==> src/rtl/aes_round_seq.sv <==
// AES round sequencer: steps the round count, registers the selector's four
// state words once per round, and hands the ciphertext out over valid/ready.
module aes_round_seq #(
  parameter int NR = 10
) (
  input  logic        clk,
  input  logic        rst_n,
  input  logic        start,
  input  logic        key_valid,
  input  logic [31:0] x,
  input  logic [31:0] y,
  input  logic [31:0] z,
  input  logic [31:0] w,
  output logic [3:0]  count,
  output logic        key_flag,
  output logic        last_round,
  output logic [31:0] s0,
  output logic [31:0] s1,
  output logic [31:0] s2,
  output logic [31:0] s3,
  output logic        busy,
  output logic        out_valid,
  input  logic        out_ready
);
  localparam logic [3:0] LAST = 4'(NR + 1);

  typedef enum logic [1:0] {IDLE, RUN, DONE} state_t;

  state_t            state, state_nxt;
  logic [3:0]        count_nxt;
  logic              kf_nxt, ov_nxt, cap;
  logic [3:0][31:0]  st, din;

  assign din = {w, z, y, x};

  always_comb begin
    state_nxt = state;
    count_nxt = count;
    kf_nxt    = key_flag;
    ov_nxt    = out_valid;
    cap       = 1'b0;
    case (state)
      IDLE: if (start) begin
        state_nxt = RUN;
        count_nxt = 4'd1;
        kf_nxt    = 1'b1;
      end
      RUN: if (key_valid) begin
        cap = 1'b1;
        if (count == LAST) begin
          state_nxt = DONE;
          count_nxt = 4'd0;
          kf_nxt    = 1'b0;
          ov_nxt    = 1'b1;
        end else begin
          count_nxt = count + 4'd1;
        end
      end
      // start is deliberately ignored on the accept edge
      DONE: if (out_ready) begin
        state_nxt = IDLE;
        ov_nxt    = 1'b0;
      end
      default: state_nxt = IDLE;
    endcase
  end

  always_ff @(posedge clk or negedge rst_n) begin
    if (!rst_n) begin
      state     <= IDLE;
      count     <= 4'd0;
      key_flag  <= 1'b0;
      out_valid <= 1'b0;
      st        <= '0;
    end else begin
      state     <= state_nxt;
      count     <= count_nxt;
      key_flag  <= kf_nxt;
      out_valid <= ov_nxt;
      if (cap) st <= din;
    end
  end

  assign last_round = (count == LAST);
  assign busy       = (state != IDLE);
  assign s0 = st[0];
  assign s1 = st[1];
  assign s2 = st[2];
  assign s3 = st[3];
endmodule

==> config.mk <==
export PLATFORM = sky130hd
export DESIGN_NAME = aes_round_seq
export DESIGN_NICKNAME = d
export VERILOG_FILES = /design/src/rtl/aes_round_seq.sv
export SDC_FILE = /design/constraint.sdc
export NUM_CORES = 1
export LEC_CHECK = 0
export BUFFER_PORTS_ARGS = -buffer_cell sky130_fd_sc_hd__buf_2
export CELL_PAD_IN_SITES_DETAIL_PLACEMENT = 0
export CELL_PAD_IN_SITES_GLOBAL_PLACEMENT = 1
export CORE_MARGIN = 2
export CORE_UTILIZATION = 30
export CTS_BUF_LIST = sky130_fd_sc_hd__clkbuf_16
export CTS_CLUSTER_SIZE = 20
export DETAILED_ROUTE_END_ITERATION = 8
export PLACE_DENSITY_LB_ADDON = 0.1
export SETUP_SLACK_MARGIN = 0.02
export SLEW_MARGIN = 40
export SYNTH_ARGS = -nofsm -noshare
export SYNTH_HDL_FRONTEND = slang
export SYNTH_SLANG_ARGS = --single-unit
==> constraint.sdc <==
create_clock -name clk -period 3.83 [get_ports clk]
set_input_delay 0 -clock clk [delete_from_list [all_inputs] [get_ports clk]]
set_output_delay 0 -clock clk [all_outputs]
set_load 0.05 [all_outputs]
==> summary.md <==
| Metric | Value |
|---|---|
| Status | finished, violations left |
| Failing checks | DRC |
| Rows | 49 |
| DRT Pass-1 Iters | 8 |
| First-pass GRT wire length | 23140 um |
| Largest cells by area after synthesis | dfrtp_1, mux2_4, mux2_2 |
| Vias | 4131 |
| DRT antenna net count | 0 |
| Pwr dens | 914.0 nW/um^2 |
| DRC viols | 21 |
| Rel. slew slack | approximately 67% |
| Core Area | 18090 um^2 |
| Count of different cell masters after synthesis | 26 |
| Number of diodes | 0 |
| Die H | approximately 140 um |
| CP Launch Type | register |
| Post-Syn Nets | 449 |
| DR vias/cell | 4.281 |
| Nets | 857 |
| Seq cells post-synth | 136 |
| Yosys warnings | 0 |
| RSZ-0062 raised after global routing | false |
| Final Wtd Congestion | 0.7289 |
| Delay-heaviest family, CP | buffers and inverters |
| Buf/Inv on CP | 2 |
| Clock Pin Slew Worst Setup and Hold Paths | 60 ps |
| Worst endpoint required time | approximately 4100 ps |
| Number of fill cells in the layout | roughly 1600 |
| Initial Util | a little under a third |
| DRT iter0 DRCs | 119 |
| Hold WS | approximately 65 ps |
| Maximum VDD drop | around 470 uV |
| Clk buf depth | 2 |
| Final WS setup | 1679 ps |
| Syn avg cell area | 17.64 um^2 |
| Total CTS buffers | 17 |
| Post-synth EDFFs | 0 |
| Critical-path top delay cell | dfrtp_1 |
| Final cycle utilization of the critical path | 56.16% |
| Pleak | between 0.004 and 0.005 uW |
| Sequential fraction of the synthesis area | 61.26% |
| TNS Setup | 0 ps |
| Synth top cells by count | dfrtp_1, mux2_4, mux2_2, buf_8, inv_1 |
| Count leader, synth | dfrtp_1 |
| Crit Path Category | register to register |
| Post-synthesis async set-or-reset flop share | 100.0% |
| H-tree levels | 4 |
| Pre-CTS setup slack | between 1500 and 2000 ps |
| Die footprint | 19620 um^2 |
| Critical-path cell list | and3b_4 > buf_12 > buf_16 > mux2_4 |
| GRT Total Usage | 14.93% |
| Clk_skew | ~6.3 ps |
| Die Wd | between 100 and 150 um |
| Port bufs | 268 |
| Synth top area share | 61.26% |
| CTS resizes | 0 |
| Post-DP HPWL | just over 9000 um |
| IO Count | between 200 and 300 |
| Worst path max stage delay | 530 ps |
| Clk_lat worst skew | roughly 410 ps |
| Final setup viols | 0 |
| Share of cells above drive strength 1 | 58.42% |
| Worst min path class | input port to asynchronous set/reset pin |
| Max Cap Violations | 0 |
| Clock root cell | clkbuf_16 |
| Leading area contributor after synthesis | dfrtp_1 |
| Mapped Area | 5555 um^2 |
| Antenna violations before repair | 0 |
| Final Critical Period | 2151 ps |
| DRT Wirelength | 14500 um |
| Cell area after layout | around 9000 um^2 |
| Cells after Synth | 315 |
| Vias in the first global route | 4542 |
| Final Hold Fails | 0 |
| DR WL/cell | ~15 um |
| Crit path DAT | 2440 ps |
| GR Overflow Total | 0 |
| Fmax | 0.4649 GHz |
| Largest fanout on the critical path | 74 |
| Actual slew at the worst max-slew pin | ~490 ps |
| Ys flop type | dfrtp_1 |
| Largest net degree at the start of global routing | 132 |
| Final max-slew violation count | 0 |
| CTS tree | yes |
| Synth-to-Final Area Change | 62.82% |
| Tot Pwr | between 8000 and 9000 uW |
| Crit end category | register |
| Post-placement cell area | between 7000 and 8000 um^2 |
| CTS sink cnt | 136 |
kinds of logic after synthesis:
kind of cell / count (synthesis) / share of synthesized area [%]
flops: 136 / 61.26
mux: 128 / 31.82
buf+inv: 24 / 3.806
compound gates: 13 / 1.577
simple gates: 13 / 1.306
fa+ha+maj: 1 / 0.2252
cells in the final DEF (no fill, tap or decap), types with 3 or more instances in the layout:
master / n
o21ai_0: 4
dfrtp_1: 136
buf_2: 267
mux2_2: 41
clkbuf_16: 17
bufinv_16: 4
mux2_4: 87
inv_1: 9
dlygate4sd3_1: 133
clkinv_4: 3
nand2_1: 3
power breakdown:
group	internal, uW	switching (uW)
Clock	1080	614
Sequential	2030	327
Combinational	1320	2900
Total	4430	3840
what timing repair did:
action | CTS | global route
hold buffers | 133 | 0
buffers inserted | 0 | 0
hold endpoints to repair | 231 | 0
path summary, 6_finish.rpt:
check	startpoint	to	slack, ps	cells past startpoint
max	state[0]$_DFFE_PN0P_	s1[14]$_DFFE_PN0P_	1680	4
min	rst_n	s3[23]$_DFFE_PN0P_	70	2
max reg2reg	state[0]$_DFFE_PN0P_	s1[14]$_DFFE_PN0P_	1680	4
min reg2reg	s3[7]$_DFFE_PN0P_	s3[7]$_DFFE_PN0P_	500	1
max in group asynchronous	rst_n	s3[20]$_DFFE_PN0P_	2730	4
min in group clk	out_ready	state[1]$_DFFE_PN0P_	330	3
through the flow:
| stage | util, % | instances |
|---|---|---|
| 6_report | 50.01 | 965 |
| 5_1_grt | 50.01 | 965 |
| 4_1_cts | 49.71 | 963 |
| 3_5_place_dp | 38.96 | 798 |
| 3_3_place_gp | 38.94 | 798 |
| 2_1_floorplan | - | 315 |
routing by layer:
layer / part of all wire (%) / wire length [um] / vias up / track usage [%]
met5: 0 / 0 / - / 0
met4: 1.6 / 231 / 0 / 4.838
met3: 8.1 / 1179 / 14 / 5.744
met2: 48 / 6994 / 168 / 24.47
met1: 42 / 6092 / 2028 / 18.24
li1: - / - / 1921 / -
sequential cells by signal (all words and copies together) (netlist names):
register	cells
s2	32
s1	32
s3	32
key_flag	1
out_valid	1
count	4
s0	32
state	2
final cells by class:
cell class | count | area [um^2] | share of cell area [%]
Clock buffer | 17 | 425.4 | 4.703
Tap cell | 229 | 286.5 | 3.168
Inverter | 7 | 26.28 | 0.2905
Sequential cell | 136 | 3403 | 37.63
Clock inverter | 15 | 186.4 | 2.061
Multi-Input combinational cell | 155 | 1944 | 21.50
Timing Repair Buffer | 406 | 2773 | 30.65
(Power assumes the default switching activity.)
